[src/rtl/disp_pkg.sv]
// Shared definitions for the score display: colours, mode codes and the
// per-pixel flag word carried alongside the ROM read.
package disp_pkg;

   typedef logic [23:0] rgb_t;

   localparam rgb_t RED   = 24'hFF0000;
   localparam rgb_t BLACK = 24'h000000;
   localparam rgb_t TINT  = 24'h404040;

   typedef enum logic [1:0] {
      MODE_OUTLINE = 2'b00,
      MODE_BLINK   = 2'b01,
      MODE_FILL    = 2'b10,
      MODE_INVERT  = 2'b11
   } mode_e;

   // Overlay flags computed from the pixel coordinates, delayed to meet rom_data
   typedef struct packed {
      logic dis_en;
      logic border;
      logic cell_in;
      logic cell_edge;
      logic blink_vis;
   } flags_t;

   // Ceiling log2, usable in constant expressions
   function automatic int clog2(input int value);
      int res;
      int v;
      res = 0;
      v   = value - 1;
      while (v > 0) begin
         res++;
         v = v >> 1;
      end
      return res;
   endfunction

endpackage

[src/rtl/score_cursor_display_if.sv]
// Bitmap ROM port: the display drives the address, the ROM returns one bit.
interface score_cursor_display_if #(
   parameter int AW = 17
) ();
   logic [AW-1:0] rom_addr;
   logic          rom_data;

   modport master (output rom_addr, input  rom_data);
   modport slave  (input  rom_addr, output rom_data);
endinterface

[src/rtl/disp_delay_line.sv]
// N-stage register pipeline of a W-bit word; used to hold the overlay flags
// back until the matching ROM bit arrives.
module disp_delay_line #(
   parameter int W = 1,
   parameter int N = 1
) (
   input  logic         clk,
   input  logic         rst_n,
   input  logic [W-1:0] d,
   output logic [W-1:0] q
);

   logic [W-1:0] stage_q [N];

   // Shift one stage per clock
   // NOTE: each stage is a pipeline flag, not storage, so all stages reset;
   // otherwise stale flags would leak out after a mid-frame reset.
   always_ff @(posedge clk or negedge rst_n) begin
      if (!rst_n) begin
         for (int i = 0; i < N; i++) stage_q[i] <= '0;
      end else begin
         stage_q[0] <= d;
         for (int i = 1; i < N; i++) stage_q[i] <= stage_q[i-1];
      end
   end

   assign q = stage_q[N-1];

endmodule

[src/rtl/score_cursor_display.sv]
// Centres a 1-bit bitmap on the active display, draws a border around it and
// overlays a (optionally blinking) note cursor on a CELL x CELL grid.
// Coordinates to pixel_data latency is ROM_LAT+1 cycles.
module score_cursor_display
   import disp_pkg::*;
#(
   parameter int H_DISP     = 800,
   parameter int V_DISP     = 600,
   parameter int IMG_W      = 512,
   parameter int IMG_H      = 256,
   parameter int CELL       = 32,
   parameter int BORDER_W   = 2,
   parameter int ROM_LAT    = 1,
   parameter int IDX_OFFSET = 2,
   parameter int BLINK_FR   = 16
) (
   input  logic                          pixel_clk,
   input  logic                          sys_rst_n,
   input  logic [10:0]                   pixel_xpos,
   input  logic [10:0]                   pixel_ypos,
   input  logic [7:0]                    note_idx,
   input  logic                          cur_en,
   input  logic [1:0]                    mode,
   input  logic [23:0]                   fg_color,
   score_cursor_display_if.master        rom,
   output logic [23:0]                   pixel_data
);

   localparam int XW    = clog2(IMG_W);
   localparam int YW    = clog2(IMG_H);
   localparam int CW    = clog2(CELL);
   localparam int COLS  = IMG_W / CELL;
   localparam int COLW  = clog2(COLS);
   localparam int CELLS = COLS * (IMG_H / CELL);
   localparam int FCW   = (BLINK_FR > 1) ? clog2(BLINK_FR) : 1;

   localparam logic [10:0] X0 = 11'((H_DISP - IMG_W) / 2);
   localparam logic [10:0] Y0 = 11'((V_DISP - IMG_H) / 2);

   // Reject parameter sets the 11-bit datapath or the power-of-2 mapping cannot handle
   if (H_DISP > 2047 || V_DISP > 2047 || IMG_W > H_DISP || IMG_H > V_DISP) begin : g_bad_size
      $error("score_cursor_display: image does not fit the 11-bit display");
   end
   if ((IMG_W & (IMG_W - 1)) != 0 || (IMG_H & (IMG_H - 1)) != 0 ||
       (CELL & (CELL - 1)) != 0 || CELL > IMG_W || CELL > IMG_H) begin : g_bad_pow2
      $error("score_cursor_display: IMG_W, IMG_H, CELL must be powers of 2, CELL <= image");
   end
   if (ROM_LAT < 1 || ROM_LAT > 3 || BLINK_FR < 1 || BORDER_W < 0 ||
       2 * BORDER_W > IMG_H || IDX_OFFSET < 0 || IDX_OFFSET > 255) begin : g_bad_misc
      $error("score_cursor_display: ROM_LAT, BLINK_FR, BORDER_W or IDX_OFFSET out of range");
   end

   logic [7:0]    note_q, note_d;
   logic          cur_en_q, cur_en_d;
   logic [FCW-1:0] frame_cnt_q, frame_cnt_d;
   logic          blink_hidden_q, blink_hidden_d;
   logic          frame_seen_q, frame_seen_d;
   logic [XW+YW-1:0] rom_addr_q, rom_addr_d;
   rgb_t          pixel_data_q, pixel_data_d;

   flags_t        flags_d, flags_dly;
   logic [10:0]   rel_x, rel_y, adj, col, row, cx, cy;
   logic          dis_en, cur_valid;
   mode_e         mode_sel;
   logic          img_bit, show_cur;
   rgb_t          img_rgb;

   // State registers: frame-level latches and the two pipeline ends
   // NOTE: sequential state uses non-blocking assignments so every flop
   // samples the pre-edge value of its neighbours.
   always_ff @(posedge pixel_clk or negedge sys_rst_n) begin
      if (!sys_rst_n) begin
         note_q         <= '0;
         cur_en_q       <= 1'b0;
         frame_cnt_q    <= '0;
         blink_hidden_q <= 1'b0;
         frame_seen_q   <= 1'b0;
         rom_addr_q     <= '0;
         pixel_data_q   <= BLACK;
      end else begin
         note_q         <= note_d;
         cur_en_q       <= cur_en_d;
         frame_cnt_q    <= frame_cnt_d;
         blink_hidden_q <= blink_hidden_d;
         frame_seen_q   <= frame_seen_d;
         rom_addr_q     <= rom_addr_d;
         pixel_data_q   <= pixel_data_d;
      end
   end

   // Frame start (0,0): latch cursor index/enable, advance the blink counter
   // NOTE: every output of this block is given a default first so no path
   // leaves a signal unassigned and infers a latch.
   always_comb begin
      note_d         = note_q;
      cur_en_d       = cur_en_q;
      frame_cnt_d    = frame_cnt_q;
      blink_hidden_d = blink_hidden_q;
      frame_seen_d   = frame_seen_q;
      if (pixel_xpos == 11'd0 && pixel_ypos == 11'd0) begin
         note_d       = note_idx;
         cur_en_d     = cur_en;
         frame_seen_d = 1'b1;
         if (frame_cnt_q == FCW'(BLINK_FR - 1)) begin
            frame_cnt_d    = '0;
            blink_hidden_d = ~blink_hidden_q;
         end else begin
            frame_cnt_d = frame_cnt_q + FCW'(1);
         end
      end
   end

   // Stage 0: image window, ROM address, border and cursor-cell flags
   always_comb begin
      dis_en = (pixel_xpos >= X0) && (pixel_xpos < X0 + 11'(IMG_W)) &&
               (pixel_ypos >= Y0) && (pixel_ypos < Y0 + 11'(IMG_H));
      rel_x  = pixel_xpos - X0;
      rel_y  = pixel_ypos - Y0;

      adj       = {3'b000, note_q} - 11'(IDX_OFFSET);
      cur_valid = cur_en_q && ({3'b000, note_q} >= 11'(IDX_OFFSET)) && (adj < 11'(CELLS));
      col       = adj & 11'(COLS - 1);
      row       = adj >> COLW;
      cx        = X0 + (col << CW);
      cy        = Y0 + (row << CW);

      rom_addr_d = dis_en ? {rel_y[YW-1:0], rel_x[XW-1:0]} : '0;

      flags_d.dis_en    = dis_en && frame_seen_q;
      flags_d.border    = dis_en &&
                          (rel_x < 11'(BORDER_W) || rel_x >= 11'(IMG_W - BORDER_W) ||
                           rel_y < 11'(BORDER_W) || rel_y >= 11'(IMG_H - BORDER_W));
      flags_d.cell_in   = dis_en && cur_valid &&
                          (pixel_xpos >= cx) && (pixel_xpos < cx + 11'(CELL)) &&
                          (pixel_ypos >= cy) && (pixel_ypos < cy + 11'(CELL));
      flags_d.cell_edge = flags_d.cell_in &&
                          (pixel_xpos == cx || pixel_xpos == cx + 11'(CELL - 1) ||
                           pixel_ypos == cy || pixel_ypos == cy + 11'(CELL - 1));
      flags_d.blink_vis = ~blink_hidden_q;
   end

   // Hold the flags back so they meet the ROM bit for the same pixel
   disp_delay_line #(.W($bits(flags_t)), .N(ROM_LAT)) u_flag_dly (
      .clk   (pixel_clk),
      .rst_n (sys_rst_n),
      .d     (flags_d),
      .q     (flags_dly)
   );

   // Output stage: priority outline > border > image (tinted in fill mode) > black
   always_comb begin
      mode_sel     = mode_e'(mode);
      img_bit      = rom.rom_data ^ (mode_sel == MODE_INVERT);
      img_rgb      = img_bit ? fg_color : BLACK;
      show_cur     = (mode_sel != MODE_BLINK) || flags_dly.blink_vis;
      pixel_data_d = BLACK;
      if (flags_dly.dis_en) begin
         if (flags_dly.cell_edge && show_cur) begin
            pixel_data_d = RED;
         end else if (flags_dly.border) begin
            pixel_data_d = RED;
         end else if (mode_sel == MODE_FILL && flags_dly.cell_in && show_cur) begin
            pixel_data_d = img_rgb | TINT;
         end else begin
            pixel_data_d = img_rgb;
         end
      end
   end

   assign rom.rom_addr = rom_addr_q;
   assign pixel_data   = pixel_data_q;

endmodule
[src/flat_wrapper.sv]
// flat-port wrapper written by rule: the top's interface ports become plain ports
module score_cursor_display_flat import disp_pkg::*;
#(
   parameter int H_DISP     = 800,
   parameter int V_DISP     = 600,
   parameter int IMG_W      = 512,
   parameter int IMG_H      = 256,
   parameter int CELL       = 32,
   parameter int BORDER_W   = 2,
   parameter int ROM_LAT    = 1,
   parameter int IDX_OFFSET = 2,
   parameter int BLINK_FR   = 16
)
  (pixel_clk, sys_rst_n, pixel_xpos, pixel_ypos, note_idx, cur_en, mode, fg_color, pixel_data, rom_rom_addr, rom_rom_data);
  score_cursor_display_if rom_i ();
  input  logic pixel_clk;
  input  logic sys_rst_n;
  input  logic [10:0] pixel_xpos;
  input  logic [10:0] pixel_ypos;
  input  logic [7:0] note_idx;
  input  logic cur_en;
  input  logic [1:0] mode;
  input  logic [23:0] fg_color;
  output logic [23:0] pixel_data;
  output wire logic [$bits(rom_i.rom_addr)-1:0] rom_rom_addr;
  input wire logic [$bits(rom_i.rom_data)-1:0] rom_rom_data;
  assign rom_rom_addr = rom_i.rom_addr;
  assign rom_i.rom_data = rom_rom_data;
  score_cursor_display #(.H_DISP(H_DISP), .V_DISP(V_DISP), .IMG_W(IMG_W), .IMG_H(IMG_H), .CELL(CELL), .BORDER_W(BORDER_W), .ROM_LAT(ROM_LAT), .IDX_OFFSET(IDX_OFFSET), .BLINK_FR(BLINK_FR)) u_core (.pixel_clk(pixel_clk), .sys_rst_n(sys_rst_n), .pixel_xpos(pixel_xpos), .pixel_ypos(pixel_ypos), .note_idx(note_idx), .cur_en(cur_en), .mode(mode), .fg_color(fg_color), .rom(rom_i), .pixel_data(pixel_data));
endmodule
[config.mk]
export PLATFORM = sky130hd
export DESIGN_NAME = score_cursor_display_flat
export DESIGN_NICKNAME = d
export VERILOG_FILES = /design/src/rtl/disp_pkg.sv /design/src/rtl/score_cursor_display_if.sv /design/src/rtl/disp_delay_line.sv /design/src/rtl/score_cursor_display.sv /design/src/flat_wrapper.sv
export SDC_FILE = /design/constraint.sdc
export NUM_CORES = 1
export LEC_CHECK = 0
export CAP_MARGIN = 30
export CORE_MARGIN = 5
export CORE_UTILIZATION = 47
export CTS_CLUSTER_SIZE = 28
export DETAILED_ROUTE_END_ITERATION = 12
export PLACE_DENSITY_LB_ADDON = 0.3
export SLEW_MARGIN = 10
export SYNTH_ARGS = -nofsm -noshare
export SYNTH_HDL_FRONTEND = slang
export SYNTH_HIERARCHICAL = 1
export SYNTH_SLANG_ARGS = --single-unit
[constraint.sdc]
create_clock -name pixel_clk -period 4.4 [get_ports pixel_clk]
set_clock_uncertainty 0.1 [all_clocks]
set_input_delay 0.44 -clock pixel_clk [delete_from_list [all_inputs] [get_ports pixel_clk]]
set_output_delay 0.44 -clock pixel_clk [all_outputs]
set_load 0.03 [all_outputs]
Word-level counts from Yosys, hierarchy flattened
Index checks and enable logic that the tools add are counted.
{ "totals": {"word_cells": 76, "output_inout_bits": 41, "register_bits": 61, "in_bits": 60} }
{ "op_classes": {"bitwise": 2, "n_addsub": 10, "n_mux": 7, "reduce_logical": 27, "eq_ne": 8, "n_lt_le_gt_ge": 14} }
{ "ops": {"columns": ["cell", "count"], "rows": [
  ["24-bit 2-to-1 mux", 4],
  ["11-bit == test", 4],
  ["11-bit by 8-bit >= comparator with 1-bit output, second input constant", 3],
  ["23-bit 2-to-1 mux", 1],
  ["11-bit by 5-bit adder with 11-bit output, second input constant", 2],
  ["11-bit by 6-bit adder with 11-bit output, second input constant", 2],
  ["11-bit >= comparator", 2],
  ["11-bit zero test", 2],
  ["11-bit < comparator", 2],
  ["11-bit by 2-bit < comparator with 1-bit output, second input constant", 2],
  ["11-bit by 8-bit subtractor with 11-bit output, second input constant", 2],
  ["1-bit logical AND", 17],
  ["17-bit 2-to-1 mux", 1],
  ["8-bit by 11-bit adder with 11-bit output, first input constant", 1],
  ["11-bit by 9-bit >= comparator with 1-bit output, second input constant", 1],
  ["11-bit by 10-bit < comparator with 1-bit output, second input constant", 1],
  ["11-bit by 8-bit < comparator with 1-bit output, second input constant", 1],
  ["11-bit by 9-bit < comparator with 1-bit output, second input constant", 1],
  ["8-bit by 9-bit adder with 10-bit output, first input constant", 1],
  ["8-bit by 2-bit subtractor with 9-bit output, second input constant", 1],
  ["8-bit by 2-bit >= comparator with 1-bit output, second input constant", 1],
  ["1-bit logical OR", 7],
  ["4-bit by 1-bit adder with 4-bit output, second input constant", 1],
  ["2-bit == test, second input constant", 2],
  ["other kinds (6)", 6]
]} }

Depth between registers and ports, before layout
{ "logic_depth": {"depth_word": 10, "depth_mapped": 18, "mapped_depth_nobuf": 18} }

Cells and area by module
The synthesis kept the hierarchy.
{ "modules_own_cells": {"columns": ["module", "area_per_inst_um2", "instances", "seq_area_each_um2", "cells_each"], "rows": [
  ["score_cursor_display", 3533.4, 1, 1401.3, 377],
  ["disp_delay_line", 125.1, 1, 125.1, 5]
]} }

Worst setup path after synthesis
OpenSTA, ideal clock, no wires.
{ "synth_timing": {"kind": "reg2reg", "start": "register u_core.note_q[3]", "end": "register u_core.u_flag_dly.stage_q, in the netlist u_core/u_flag_dly/q[2]", "path_stages_with_launch": 16, "required_time_ns": 4.220, "t_arrival_ns": 3.193, "path_buffers": 1, "setup_slack_ns": 1.027, "period_less_slack_ns": 3.373, "setup_ns": 0.080, "path_cell_list": "dfrtp_1 > buf_2 > nor3_1 > xnor2_1 > inv_1 > ha_1 > xnor2_1 > xnor2_1 > nand3_1 > xnor2_1 > ha_1 > o211ai_1 > a31oi_1 > nor4_1 > nand4_1 > a21oi_1"} }
{ "synth_rtl": {"columns": ["item", "line_no", "rtl"], "rows": [
  ["start: declaration", "score_cursor_display.sv:53", "logic [7:0] note_q, note_d;"],
  ["start signal: assignment", "score_cursor_display.sv:81", "note_q <= note_d;"],
  ["end: declaration", "disp_delay_line.sv:13", "logic [W-1:0] stage_q [N];"]
]} }

==> results.sh <==
export IMPL_slew_headroom_pct=48.69
export IMPL_switching_share_pct=24.54
export IMPL_routed_via_density=5.350
export IMPL_intPower_uw=921.3
export IMPL_slowest_stage="or4b_4"
export IMPL_status="finished clean"
export IMPL_start_util_pct=47.84
export IMPL_p_clk_share_pct=40.2
export IMPL_rows=32
export IMPL_dp_slack_ns=0.6665
export IMPL_overflow=0
export IMPL_coreArea_um2=7647
export IMPL_seqCellArea_um2=1526
export IMPL_antennaDiodeCount=0
export IMPL_cts_repair_resized=0
export IMPL_die_h_um=98.23
export IMPL_required_ns=4.56
export IMPL_drt_first_pass_iters=4
export IMPL_cts_tree="done"
export IMPL_post_dp_cell_area_um2=4748
export IMPL_globalplace_congestion=0.9320
export IMPL_yosysWarnings=6
export IMPL_power_per_cell_area_nw_per_um2=247.1
export IMPL_switching_power_uw=299.7
export IMPL_fin_area_um2=4941
export IMPL_yosysSeqAreaShare_pct=41.72
export IMPL_drtIter0Drc=137
export IMPL_worst_setup_path_end_kind="flip-flop"
export IMPL_yosysUniqueCellTypes=51
export IMPL_clock_sinks=61
export IMPL_syn2layout_area_growth_pct=35.05
export IMPL_slowest_delay_ns=0.52
export IMPL_maxSlewViolCount=0
export IMPL_ant_nets=0
export IMPL_grt_pass1_vias=3206
export IMPL_met3_usage_pct=5.500
export IMPL_vias=3151
export IMPL_ir_worst_vdd_mv=0.1300
export IMPL_post_cts_buffers=0
export IMPL_tightest_slew_ns=0.7697
export IMPL_syn_area_um2=3659
export IMPL_synth_avg_cell_area_um2=9.577
export IMPL_finalCritPeriodShare_pct=86.94
export IMPL_fmax_mhz=261.4
export IMPL_multi_input_area_um2=1997
export IMPL_insertion_delay_ns=0.33
export IMPL_timing_final_crit_period_ns=3.825
export IMPL_async_flop_share_pct=100.0
export IMPL_grt_max_degree=62
export IMPL_final_nets=578
export IMPL_drive_above_1_share_pct=6.366
export IMPL_htree_levels=3
export IMPL_io_buffers=100
export IMPL_io_pins=101
export IMPL_nFillCells=635
export IMPL_grt_busiest_layer="met2"
export IMPL_synth_edf_count=0
export IMPL_grt_pass1_wl_mm=14.86
export IMPL_die_area_um2=9648
export IMPL_met1_usage_pct=23.79
export IMPL_startpoint_type="flip-flop"
export IMPL_path_max_fanout=6
export IMPL_clkTransAtPathRegs_ns=0.07
export IMPL_track_usage_pct=18.68
export IMPL_worst_slack_ns=0.5745
export IMPL_synth_cells=382
export IMPL_comb_power_share_pct=13.6
export IMPL_drc_errors=0
export IMPL_hp_class="input pin to asynchronous set/reset pin"
export IMPL_wl_mm=9.034
export IMPL_detailed_place_hpwl_mm=6.823
export IMPL_wire_per_inst_um=15.34
export IMPL_pwr_share_seq_pct=46.2
export IMPL_leakage_uw=0.002165
export IMPL_cts_buffer_depth=2
export IMPL_synth_nets=478
export IMPL_synth_top_flop_cell="dfrtp_1"
export IMPL_grtUsageMet2_pct=30.58
export IMPL_ctsHoldBuffers=0
export IMPL_cts_root_buf="clkbuf_8"
export IMPL_critPathKind="flip-flop to flip-flop"
export IMPL_antenna_found_initial=0
export IMPL_rsz0062_at_grt="false"
export IMPL_die_width_um=98.23
export IMPL_ys_ff_latch=61
export IMPL_final_setup_tns_ns=0
export IMPL_hold_violations=0
export IMPL_setup_viol=0
export IMPL_path_cells="inv_1, ha_1, or4b_4, nand2_1, ha_1, xnor2_1, xnor2_1, nand3_1, xnor2_1, ha_1, nand2_1, nor4_1, a21oi_1, o31ai_1, o21ai_1, a21oi_2"
export IMPL_cts_made_buffers=9
export IMPL_arrival_ns=3.99
export IMPL_maxCapViolCount=0
registers in the layout (all words and copies together), names as in the netlist:
signal                 cells
u_core/pixel_data         24
u_core/blink_hidden_q      1
u_core/rom.rom_addr       17
u_core/note_q              8
u_core/cur_en_q            1
u_core/u_flag_dly/q        5
u_core/frame_seen_q        1
u_core/frame_cnt_q         4
kinds of logic after synthesis:
kind of cell,Yosys count,synth area share (%)
DFF,61,41.72
AOI/OAI and AO/OA,78,14.40
xor gates and xnor gates,20,4.788
and+or+nand+nor,144,20.49
adders and majority gates,36,12.31
buffers and inverters,35,3.865
muxes,8,2.428
cell type report:
cell class / count / share of cell area [%]
clock buffer: 12 / 2.937
clock inverter: 4 / 0.9623
inverter: 21 / 1.595
multi-input combinational: 286 / 40.42
sequential: 61 / 30.89
tap: 102 / 2.583
timing repair buffer: 103 / 20.61
path summary, 6_finish.rpt:
check	from	to	slack (ns)	cells past startpoint
max	u_core/note_q[1]	u_core/u_flag_dly/q[1]	0.57	16
min	sys_rst_n	u_core/pixel_data[20]	0.17	2
max reg2reg	u_core/note_q[1]	u_core/u_flag_dly/q[1]	0.57	16
min reg2reg	u_core/blink_hidden_q	u_core/u_flag_dly/q[0]	0.35	1
max in group asynchronous	sys_rst_n	u_core/cur_en_q	3.53	2
min in group pixel_clk	u_core/blink_hidden_q	u_core/u_flag_dly/q[0]	0.35	1
per-stage QoR:
step	cells	utilization [%]	power (uW)	hold WS (ns)
global placement	573	62.09	736.1	0.3270
detailed placement	573	62.09	739.4	0.3332
finish	589	64.61	1221	0.1690
CTS	589	64.61	1239	0.1862
global route	589	64.61	1278	0.2362
floorplan	382	-	643.6	0.04441
critical path, delay by kind of cell, from the launching register on:
kind	cells	cell delay (ns)
AOI/OAI and AO/OA	4	0.47
xor gates and xnor gates	3	0.58
adders and majority gates	3	0.79
buffers and inverters	1	0.15
DFF	1	0.45
and+or+nand+nor	5	1.20
cell usage in the layout, fill, tap and decap left out, drive strengths merged, types with 2 or more instances in the layout:
master | netlist | final
nor2 | 26 | 26
a21boi | 9 | 9
xor2 | 4 | 4
nor4b | 4 | 4
o211ai | 4 | 4
nor4 | 8 | 8
a211oi | 2 | 2
a21oi | 21 | 21
o31ai | 6 | 6
xnor2 | 16 | 16
and2 | 23 | 23
or2 | 2 | 2
nand4 | 9 | 9
nand3b | 4 | 4
nand2b | 5 | 5
o21a | 2 | 2
mux2 | 7 | 7
nor3 | 6 | 6
nand2 | 39 | 39
clkdlybuf4s50 | 0 | 99
a31oi | 5 | 5
a21o | 4 | 4
ha | 36 | 36
nor2b | 3 | 3
a221oi | 2 | 2
o21ai | 11 | 11
clkbuf | 11 | 12
inv | 21 | 21
buf | 3 | 4
clkinv | 0 | 2
dfrtp | 61 | 61
or3 | 4 | 4
nand3 | 7 | 7
o21bai | 2 | 2
Yosys cell counts, types with 2 or more instances:
master,count,area (um2)
nand2_1,39,146.4
o21ai_0,10,50.05
nor2_1,26,97.59
mux2_2,7,78.83
nand2b_1,5,31.28
and2_1,23,143.9
a21oi_1,20,100.1
nor3_1,6,30.03
o31ai_1,6,45.04
xnor2_1,16,140.1
nor2b_1,3,18.77
ha_1,36,450.4
o211ai_1,4,30.03
o21bai_1,2,15.01
nand3_1,7,35.03
nor4_1,8,50.05
a211oi_1,2,15.01
nor4b_1,4,35.03
o21a_1,2,15.01
dfrtp_1,61,1526
nand3b_1,4,30.03
xor2_1,4,35.03
a21o_1,4,30.03
a21boi_0,9,67.56
nand4_1,9,56.30
clkbuf_1,11,41.29
buf_2,2,10.01
or2_2,2,12.51
inv_1,21,78.83
a31oi_1,5,31.28
or3_1,4,25.02
routing by layer:
metal | up-vias | wire (um)
met4 | 0 | 160
li1 | 1545 | -
met2 | 126 | 4228
met5 | - | 0
met1 | 1463 | 3997
met3 | 17 | 648
power by group through the flow:
stage | Clock (uW) | Combinational [uW] | Sequential (uW)
after floorplan | 0 | 63.8 | 580
after global routing | 532 | 182 | 564
after global placement | 0 | 162 | 575
after CTS | 508 | 166 | 564
after detailed placement | 0 | 165 | 575
final | 491 | 165 | 564
(Power assumes the default switching activity.)
